[config.mk]
export PLATFORM = sky130hd
export DESIGN_NAME = fetch_redirect_unit
export DESIGN_NICKNAME = d
export VERILOG_FILES = /design/src/rtl/fetch_redirect_unit_pkg.sv /design/src/rtl/fetch_redirect_unit_skid.sv /design/src/rtl/fetch_redirect_unit.sv
export SDC_FILE = /design/constraint.sdc
export NUM_CORES = 1
export LEC_CHECK = 0
export BUFFER_PORTS_ARGS = -buffer_cell sky130_fd_sc_hd__buf_2
export CAP_MARGIN = 20
export CELL_PAD_IN_SITES_DETAIL_PLACEMENT = 1
export CELL_PAD_IN_SITES_GLOBAL_PLACEMENT = 2
export CORE_MARGIN = 2
export CORE_UTILIZATION = 39
export DETAILED_ROUTE_END_ITERATION = 16
export GPL_ROUTABILITY_DRIVEN = 1
export GPL_TIMING_DRIVEN = 0
export PLACE_DENSITY_LB_ADDON = 0.05
export SLEW_MARGIN = 20
export SYNTH_ARGS = -nofsm -noshare
export SYNTH_HDL_FRONTEND = slang
export SYNTH_HIERARCHICAL = 1
export SYNTH_SLANG_ARGS = --single-unit
[constraint.sdc]
create_clock -name clk -period 14.75 [get_ports clk]
set_input_delay 1.475 -clock clk [delete_from_list [all_inputs] [get_ports clk]]
set_output_delay 1.475 -clock clk [all_outputs]
set_load 0.05 [all_outputs]
[src/rtl/fetch_redirect_unit_pkg.sv]
// Shared fetch-stage types and constants for the RV32I front end.
package fetch_redirect_unit_pkg;

  localparam logic [31:0] FETCH_RESET_PC  = 32'h0000_0060;
  localparam logic [31:0] FETCH_NOP_INSTR = 32'h0000_0013;

  typedef enum logic [1:0] {
    REQ   = 2'd0,
    FULL  = 2'd1,
    DRAIN = 2'd2
  } fetch_state_t;

  typedef struct packed {
    logic        valid;
    logic [31:0] instr;
    logic [31:0] pc;
  } fetch_packet_t;

  function automatic logic [31:0] next_fetch_addr(input logic [31:0] addr);
    return addr + 32'd4;
  endfunction

  function automatic logic [31:0] word_align(input logic [31:0] addr);
    return addr & ~32'h0000_0003;
  endfunction

endpackage

[src/rtl/fetch_redirect_unit_skid.sv]
// Single-entry holding register for a fetched instruction that decode could not accept.
module fetch_skid_buffer
  import fetch_redirect_unit_pkg::*;
(
  input  logic          clk,
  input  logic          rst,
  input  logic          load,
  input  fetch_packet_t load_pkt,
  input  logic          unload,
  input  logic          clear,
  output fetch_packet_t pkt
);

  always_ff @(posedge clk or posedge rst) begin
    if (rst) begin
      pkt <= '0;
    end else if (clear) begin
      pkt.valid <= 1'b0;
    end else if (load) begin
      pkt <= load_pkt;
    end else if (unload) begin
      pkt.valid <= 1'b0;
    end
  end

endmodule

[src/rtl/fetch_redirect_unit.sv]
// Fetch front end: owns the PC, runs the I-cache handshake, buffers one instruction
// for a stalled decode, and applies execute-stage redirects with branch statistics.
module fetch_redirect_unit
  import fetch_redirect_unit_pkg::*;
#(
  parameter logic [31:0] RESET_PC  = FETCH_RESET_PC,
  parameter logic [31:0] NOP_INSTR = FETCH_NOP_INSTR
) (
  input  logic        clk,
  input  logic        rst,
  input  logic        stall,
  input  logic        jump_en,
  input  logic [31:0] jump_addr,
  input  logic        is_branch,
  output logic        icache_read,
  output logic [31:0] icache_address,
  input  logic        icache_resp,
  input  logic [31:0] icache_rdata,
  output logic        instr_valid,
  output logic [31:0] instr,
  output logic [31:0] instr_pc,
  output logic        flush,
  output logic [31:0] br_total,
  output logic [31:0] br_taken
);

  fetch_state_t  state;
  logic [31:0]   pc;
  logic [31:0]   req_addr;
  fetch_packet_t out_pkt;
  fetch_packet_t skid_pkt;
  fetch_packet_t skid_in;

  logic        consume;
  logic        redirect;
  logic [31:0] target;
  logic        capture_fetch;
  logic        capture_skid;
  logic        skid_load;
  logic        skid_unload;

  assign consume  = out_pkt.valid && !stall;
  assign redirect = jump_en && !stall;
  assign target   = word_align(jump_addr);
  assign flush    = redirect;

  // Read request and address come only from registers, never from icache_resp.
  assign icache_read    = (state != FULL);
  assign icache_address = req_addr;

  assign instr_valid = out_pkt.valid;
  assign instr       = out_pkt.instr;
  assign instr_pc    = out_pkt.pc;

  always_comb begin
    capture_fetch = 1'b0;
    capture_skid  = 1'b0;
    skid_load     = 1'b0;
    skid_unload   = 1'b0;
    skid_in       = '{valid: 1'b1, instr: icache_rdata, pc: req_addr};
    unique case (state)
      REQ: begin
        if (icache_resp && !redirect) begin
          capture_fetch = !out_pkt.valid || consume;
          skid_load     = out_pkt.valid && !consume;
        end
      end
      FULL: begin
        capture_skid = consume && skid_pkt.valid && !redirect;
        skid_unload  = consume && !redirect;
      end
      default: ;
    endcase
  end

  fetch_skid_buffer u_skid (
    .clk      (clk),
    .rst      (rst),
    .load     (skid_load),
    .load_pkt (skid_in),
    .unload   (skid_unload),
    .clear    (redirect),
    .pkt      (skid_pkt)
  );

  always_ff @(posedge clk or posedge rst) begin
    if (rst) begin
      state    <= REQ;
      pc       <= RESET_PC;
      req_addr <= RESET_PC;
    end else begin
      unique case (state)
        REQ: begin
          if (icache_resp) begin
            if (redirect) begin
              pc       <= target;
              req_addr <= target;
            end else begin
              pc       <= next_fetch_addr(req_addr);
              req_addr <= next_fetch_addr(req_addr);
              if (skid_load) state <= FULL;
            end
          end else if (redirect) begin
            // The outstanding read cannot be cancelled; wait for it in DRAIN.
            pc    <= target;
            state <= DRAIN;
          end
        end
        FULL: begin
          if (redirect) begin
            pc       <= target;
            req_addr <= target;
            state    <= REQ;
          end else if (consume) begin
            state <= REQ;
          end
        end
        DRAIN: begin
          if (redirect) pc <= target;
          if (icache_resp) begin
            req_addr <= redirect ? target : pc;
            state    <= REQ;
          end
        end
        default: state <= REQ;
      endcase
    end
  end

  // A redirect squashes whatever would have been presented at this edge.
  always_ff @(posedge clk or posedge rst) begin
    if (rst) begin
      out_pkt <= '{valid: 1'b0, instr: NOP_INSTR, pc: '0};
    end else if (redirect) begin
      out_pkt.valid <= 1'b0;
      out_pkt.instr <= NOP_INSTR;
    end else if (capture_fetch) begin
      out_pkt <= '{valid: 1'b1, instr: icache_rdata, pc: req_addr};
    end else if (capture_skid) begin
      out_pkt <= skid_pkt;
    end else if (consume) begin
      out_pkt.valid <= 1'b0;
      out_pkt.instr <= NOP_INSTR;
    end
  end

  always_ff @(posedge clk or posedge rst) begin
    if (rst) begin
      br_total <= '0;
      br_taken <= '0;
    end else begin
      if (is_branch && !stall) br_total <= br_total + 32'd1;
      if (redirect && is_branch) br_taken <= br_taken + 32'd1;
    end
  end

endmodule
==> results of run 1 <==
==> worst max path at each step <==
stage	end	slack, ps	cells after the start
after floorplan	br_taken[0]	7970	1
after global placement	instr_pc[13]	4960	2
after detailed placement	flush	9590	7
after CTS	flush	9590	7
after global routing	flush	9390	7
final	flush	9580	7
==> flip-flops by register name, summed over array words and instances, names as in the netlist <==
signal / flops
instr_pc: 32
pc: 32
br_taken: 32
u_skid/pkt: 65
instr: 32
br_total: 32
state: 2
icache_address: 32
instr_valid: 1
==> per-stage QoR <==
step,utilization [%],cells,area (um2),hold WS [ps]
floorplan,-,1179,12600,473
global placement,45.0,1811,14300,451
detailed placement,45.3,1815,14400,453
CTS,48.4,1870,15300,462
global route,48.4,1871,15300,494
finish,48.4,1871,15300,462
==> cell families (layout without fill, tap and decap cells) <==
family / Yosys count / in the layout
other: 1 / 2
muxes: 101 / 101
buffers and inverters: 101 / 390
xor gates and xnor gates: 90 / 90
AOI/OAI and AO/OA: 274 / 274
and+or+nand+nor: 345 / 345
adders and majority gates: 7 / 7
DFF: 260 / 260
==> layer usage <==
layer	global-route usage, %	part of all wire (%)	wire length, um
met2	40.8	48	19300
met1	33.3	46	18400
met3	2.93	4.6	1840
met4	5.63	1.7	678
met5	0	0	0
==> cell type report <==
class | count | area [um2] | share of cell area [%]
flip-flops and latches | 260 | 6520 | 42.5
multi-input cells | 818 | 5600 | 36.5
repair buffers | 234 | 1230 | 8.02
clock buffers | 47 | 915 | 5.96
well taps | 402 | 503 | 3.28
plain buffers | 78 | 407 | 2.65
inverters | 23 | 96.3 | 0.628
clock inverters | 8 | 76.3 | 0.497
diodes | 1 | 2.50 | 0.0163
==> cells in the final DEF (no fill, tap or decap), types with 9 or more instances in the layout <==
cell type	n
a22oi_1	9
nand2_1	125
dfrtp_1	253
mux2_2	18
mux2_4	49
mux2i_1	34
and4_1	9
o21ai_0	91
xor2_1	33
nor3_1	17
o22ai_1	50
nor2_1	61
a21oi_1	47
clkbuf_8	10
buf_2	241
a221oi_1	15
nand3_1	45
and2_1	10
nand4_1	29
and3_1	12
o211ai_1	9
clkbuf_1	62
xnor2_1	56
clkbuf_16	30
inv_1	21
==> critical path: cells and delay by family <==
kind	cells	cell delay, ps
buf+inv	6	2130
simple gates	1	80
==> power by group through the flow <==
stage          Clock [mW]  Sequential (mW)  Combinational, mW
3_5_place_dp            0             1.18               1.58
5_1_grt             0.796             1.22               1.70
4_1_cts             0.764             1.18               1.59
6_report            0.746             1.17               1.58
2_1_floorplan           0             1.57              0.716
3_3_place_gp            0             1.17               1.56
==> cell usage after synthesis (4+ instances only) <==
cell / number
and2_1: 10
inv_1: 23
a22o_1: 4
nand2b_1: 5
and4_1: 9
nand3_1: 45
nor2_1: 61
a21oi_1: 47
a31oi_1: 4
dfrtp_1: 253
or3_1: 4
a211o_1: 6
o22a_1: 7
a221o_1: 6
a211oi_1: 4
nor3_1: 17
xnor2_1: 56
o22ai_1: 50
mux2i_1: 34
dfstp_2: 7
buf_12: 6
buf_1: 6
ha_1: 7
mux2_2: 18
a22oi_1: 9
nor4_1: 6
and3b_1: 4
o2bb2ai_1: 6
a21o_1: 6
xor2_1: 33
a221oi_1: 15
o211ai_1: 9
nand2_1: 125
nand4_1: 29
and3_1: 12
buf_2: 10
mux2_4: 49
clkbuf_1: 55
o21ai_0: 91
==> flow_metrics.env, run 1 <==
export IMPL_slowest_delay_ps=820
export IMPL_worstHoldEndpoint="br_total[31]"
export IMPL_synth_top_area_share_pct=50.2
export IMPL_htreeDepth=1
export IMPL_p_leak_nw=7.07
export IMPL_yosysUniqueCellTypes=63
export IMPL_reg2reg_from="state[1]"
export IMPL_place_ws_ps=9590
export IMPL_rows=65
export IMPL_track_usage_pct=24.2
export IMPL_drive_gt1_share_pct=26.4
export IMPL_cts_buffers=30
export IMPL_synth_top_family_by_area="compound AO/OA/AOI/OAI gates"
export IMPL_wl_per_cell_um=21.5
export IMPL_pwr_density_cell_nw_per_um2=228
export IMPL_drv_slew=0
export IMPL_finalSetupViolCount=0
export IMPL_clk_latency_ps=570
export IMPL_ys_warn_count=6
export IMPL_syn_num_nets=1256
export IMPL_status="complete, no violations"
export IMPL_worst_clock_skew_ps=23.6
export IMPL_cts_sinks=260
export IMPL_grt_pass1_wl_mm=63.9
export IMPL_port_buffers=230
export IMPL_firstDrtPassIters=5
export IMPL_timing_rr_end="icache_address[25]"
export IMPL_via_count=10300
export IMPL_drcViolationCount=0
export IMPL_synth_top_cell_by_area="dfrtp_1"
export IMPL_hp_class="reg -> reg"
export IMPL_synth_seq_area_share_pct=51.7
export IMPL_clock_root_buffer="clkbuf_16"
export IMPL_ctsHoldBuffers=0
export IMPL_synthToLayoutAreaGrowth_pct=21.7
export IMPL_hold_violations=0
export IMPL_vdd_drop_max_mv=0.106
export IMPL_drt_iter0_drc=411
export IMPL_synth_compound_area_share_pct=13.6
export IMPL_maxCapViolCount=0
export IMPL_synthCells=1179
export IMPL_critPathMaxFanout=12
export IMPL_cts_resized=0
export IMPL_power_mw=3.50
export IMPL_grt_pass1_vias=11000
export IMPL_p_comb_share_pct=45.2
export IMPL_path_class="in -> out"
export IMPL_post_cts_buffers=0
export IMPL_hold_start="br_total[31]"
export IMPL_synth_edf_count=0
export IMPL_synthXorXnorAreaFrac_pct=6.31
export IMPL_gp_congestion=0.817
export IMPL_avgSynthCellArea_um2=10.7
export IMPL_seqPwrFrac_pct=33.5
export IMPL_sw_frac_of_total_pct=45.6
export IMPL_die_x_um=184
export IMPL_ys_async_sr_fraction_pct=100
export IMPL_ios=233
export IMPL_grt_max_degree=73
export IMPL_yosys_area_share_adder_pct=0.695
export IMPL_fp_dieH_um=184
export IMPL_start_util_pct=39.7
export IMPL_worst_ep_required_time_ps=13280
export IMPL_fmax_mhz=193
export IMPL_synth_ff_type="dfrtp_1"
export IMPL_cts_tree="done"
export IMPL_ff2ff_setup_slack_ps=11720
export IMPL_cts_clk_slew_worst_paths_ps=60
export IMPL_fp_dieArea_um2=33800
export IMPL_avgViaCountPerCell=5.49
export IMPL_crit_start="jump_en"
export IMPL_r2r_cells=9
export IMPL_synth_seq_cells=260
export IMPL_period_minus_slack_ps=5170
export IMPL_final_setup_tns_ps=0
export IMPL_power_frac_clock_pct=21.3
export IMPL_synth_area_leaders="dfrtp_1 (50%), mux2_4 (5.8%), xnor2_1 (3.9%)"
export IMPL_worstMarginPinSlew_ps=1030
export IMPL_arrival_ps=3700
export IMPL_cp_end_kind="primary output"
export IMPL_gr_total_overflow=0
export IMPL_finalWirelength_mm=40.3
export IMPL_setup_ws_ps=9580
export IMPL_crit_chain="buf_2 -> nand2b_1 -> buf_2 -> inv_1 -> clkbuf_1 -> buf_1 -> buf_2"
export IMPL_p_int_mw=1.91
export IMPL_min_path_cells=1
export IMPL_synthMuxAreaShare_pct=10.1
export IMPL_rsz0062_at_grt="false"
export IMPL_syn_area_um2=12600
export IMPL_slew_headroom_pct=31.2
export IMPL_period_share_pct=35.1
export IMPL_core_area_um2=31700
export IMPL_synth_simple_area_share_pct=13.6
export IMPL_hpwl_mm=28.8
export IMPL_p_switching_mw=1.60
export IMPL_fillers=3593
export IMPL_crit_top_cell="buf_2"
export IMPL_layout_nets=1522
export IMPL_slowest_stage="buf_1"
export IMPL_cts_buffer_depth=3
export IMPL_start_kind="input port"
export IMPL_antenna_found_initial=1
export IMPL_final_antenna_net_count=0
Note: power is estimated with default switching activity, not from simulation.
==> inputs of run 2 (changes only) <==
--- a/config.mk
+++ b/config.mk
@@ -10,7 +10,7 @@
 export CELL_PAD_IN_SITES_DETAIL_PLACEMENT = 1
 export CELL_PAD_IN_SITES_GLOBAL_PLACEMENT = 2
 export CORE_MARGIN = 2
-export CORE_UTILIZATION = 39
+export CORE_UTILIZATION = 36
 export DETAILED_ROUTE_END_ITERATION = 16
 export GPL_ROUTABILITY_DRIVEN = 1
 export GPL_TIMING_DRIVEN = 0
==> constraint.sdc (replaced) <==
create_clock -name clk -period 5.38 [get_ports clk]
set_input_delay 0.538 -clock clk [delete_from_list [all_inputs] [get_ports clk]]
set_output_delay 0.538 -clock clk [all_outputs]
set_load 0.05 [all_outputs]
==> run 2 against run 1 <==
  * Setup slack got worse by 7500 ps
  * Sequential power increased to 2.8 times the previous value
  * Die area increased by 8.1%
  * Total power increased to 2.8 times the previous value
  * Via count increased by 0.27%
  * Hold slack got worse by 370 ps
  * Sequential share of layout area decreased by 0.75 points
  * Register-to-register slack got worse by 9400 ps
  * Critical endpoint unchanged
  * Highest routed layer unchanged
==> flow_metrics.env, run 2 (synthesis results as in run 1) <==
export IMPL_wl_per_cell_um=21.4
export IMPL_power_mw=9.85
export IMPL_post_cts_buffers=0
export IMPL_htreeDepth=2
export IMPL_cts_buffer_depth=3
export IMPL_mostFrequentLayoutCell="dfrtp_1"
export IMPL_maxCapViolCount=0
export IMPL_slowest_stage="buf_1"
export IMPL_port_buffers=230
export IMPL_start_kind="input port"
export IMPL_cts_resized=0
export IMPL_drcViolationCount=0
export IMPL_ios=233
export IMPL_p_switching_mw=4.42
export IMPL_drt_iter0_drc=342
export IMPL_grtUsageMet2_pct=38.5
export IMPL_core_area_um2=34500
export IMPL_hpwl_mm=29.9
export IMPL_period_share_pct=61.9
export IMPL_finalSetupViolCount=0
export IMPL_n_antenna_cell=0
export IMPL_timing_rr_end="icache_address[25]"
export IMPL_antenna_found_initial=0
export IMPL_gp_congestion=0.828
export IMPL_setup_ws_ps=2050
export IMPL_slowest_delay_ps=820
export IMPL_dp_cells=1872
export IMPL_reg2reg_from="state[1]"
export IMPL_met1_usage_pct=30.9
export IMPL_worst_clock_skew_ps=14.3
export IMPL_via_count=10300
export IMPL_hp_class="in -> async"
export IMPL_grt_pass1_vias=10800
export IMPL_top_register="u_skid/pkt"
export IMPL_pwr_density_cell_nw_per_um2=630
export IMPL_cts_clk_slew_worst_paths_ps=60
export IMPL_clk_latency_ps=510
export IMPL_period_minus_slack_ps=3330
export IMPL_critPathMaxFanout=12
export IMPL_r2r_cells=9
export IMPL_drv_slew=0
export IMPL_place_ws_ps=1640
export IMPL_firstDrtPassIters=4
export IMPL_mostFrequentLayoutCells="dfrtp_1 (253), buf_2 (240), nand2_1 (125), o21ai_0 (91), nor2_1 (61)"
export IMPL_slew_headroom_pct=27.0
export IMPL_start_util_pct=36.5
export IMPL_fillers=3932
export IMPL_rows=68
export IMPL_design_area_um2=15600
export IMPL_crit_chain="buf_2 -> nand2b_1 -> buf_2 -> inv_1 -> clkbuf_1 -> buf_1 -> buf_2"
export IMPL_final_setup_tns_ps=0
export IMPL_vdd_drop_max_mv=0.343
export IMPL_die_x_um=191
export IMPL_p_int_mw=5.42
export IMPL_finalWirelength_mm=41.4
export IMPL_gr_total_overflow=0
export IMPL_p_leak_nw=7.17
export IMPL_dpl_cell_area_um2=14500
export IMPL_layout_nets=1530
export IMPL_busiest_layer="met2"
export IMPL_p_comb_share_pct=44.2
export IMPL_path_buf_inv=6
export IMPL_worst_ep_required_time_ps=4840
export IMPL_seqPwrFrac_pct=32.7
export IMPL_grt_max_degree=34
export IMPL_ff2ff_setup_slack_ps=2320
export IMPL_hold_violations=0
export IMPL_final_antenna_net_count=0
export IMPL_ctsHoldBuffers=0
export IMPL_power_frac_clock_pct=23.1
export IMPL_seq_area_um2=6520
export IMPL_finalNonFillerCells=1932
export IMPL_worstMarginPinSlew_ps=1090
export IMPL_rsz0062_at_grt="false"
export IMPL_cp_end_kind="primary output"
export IMPL_use_met3_pct=3.16
export IMPL_fp_dieArea_um2=36500
export IMPL_status="complete, no violations"
export IMPL_avgViaCountPerCell=5.33
export IMPL_largest_reg_flops=65
export IMPL_clock_root_buffer="clkbuf_16"
export IMPL_path_class="in -> out"
export IMPL_drive_gt1_share_pct=27.0
export IMPL_cts_sinks=260
export IMPL_cts_buffers=34
export IMPL_arrival_ps=2790
export IMPL_crit_family="buffers and inverters"
export IMPL_synthToLayoutAreaGrowth_pct=24.0
export IMPL_multi_input_area_um2=5600
export IMPL_track_usage_pct=22.8
export IMPL_fp_dieH_um=191
export IMPL_fmax_mhz=300
export IMPL_grt_pass1_wl_mm=64.3
export IMPL_cts_tree="done"
export IMPL_crit_top_cell="buf_2"
export IMPL_sw_frac_of_total_pct=44.9
[run 2: area by class of cell]
class                           instances  area share (%)
Sequential cell                       260            41.7
Tap cell                              455            3.64
Timing Repair Buffer                  238            8.39
Clock buffer                           52            6.78
Buffer                                 78            2.60
Inverter                               23           0.593
Clock inverter                          8           0.440
Multi-Input combinational cell        818            35.9
[run 2: power groups by stage]
stage,registers (mW),clock network (mW),logic [mW]
3_5_place_dp,3.25,0,4.37
6_report,3.22,2.28,4.35
2_1_floorplan,4.32,0,1.96
4_1_cts,3.22,2.34,4.39
3_3_place_gp,3.22,0,4.31
5_1_grt,3.32,2.42,4.70
[run 2: layer usage]
layer,share of wire [%],up-vias
li1,-,4788
met1,46,5230
met2,48,228
met3,4.2,51
met4,1.9,0
met5,0,-
[run 2: per-stage QoR]
| step | util [%] | hold slack, ps |
|---|---|---|
| 2_1_floorplan | - | 473 |
| 3_3_place_gp | 41.5 | 449 |
| 3_5_place_dp | 42.0 | 453 |
| 4_1_cts | 45.2 | 92.8 |
| 5_1_grt | 45.2 | 112 |
| 6_report | 45.2 | 87.7 |
[run 2: worst max-delay path by stage]
| stage | start | cells after the start | endpoint | slack [ps] |
|---|---|---|---|---|
| after floorplan | rst | 1 | br_taken[0] | 2330 |
| after global placement | rst | 2 | instr_pc[24] | 620 |
| after detailed placement | stall | 10 | instr_pc[15] | 1640 |
| after CTS | jump_en | 7 | flush | 2060 |
| after global routing | jump_en | 7 | flush | 1920 |
| final | jump_en | 7 | flush | 2050 |
[run 2: worst reg2reg max path, stage by stage (launching register included)]
cell,delay (ps)
dfrtp_1,400
inv_1,110
ha_1,150
clkbuf_1,300
nor3_1,130
a211o_1,280
clkbuf_1,200
nor2_1,740
nand2_1,390
o211ai_1,280
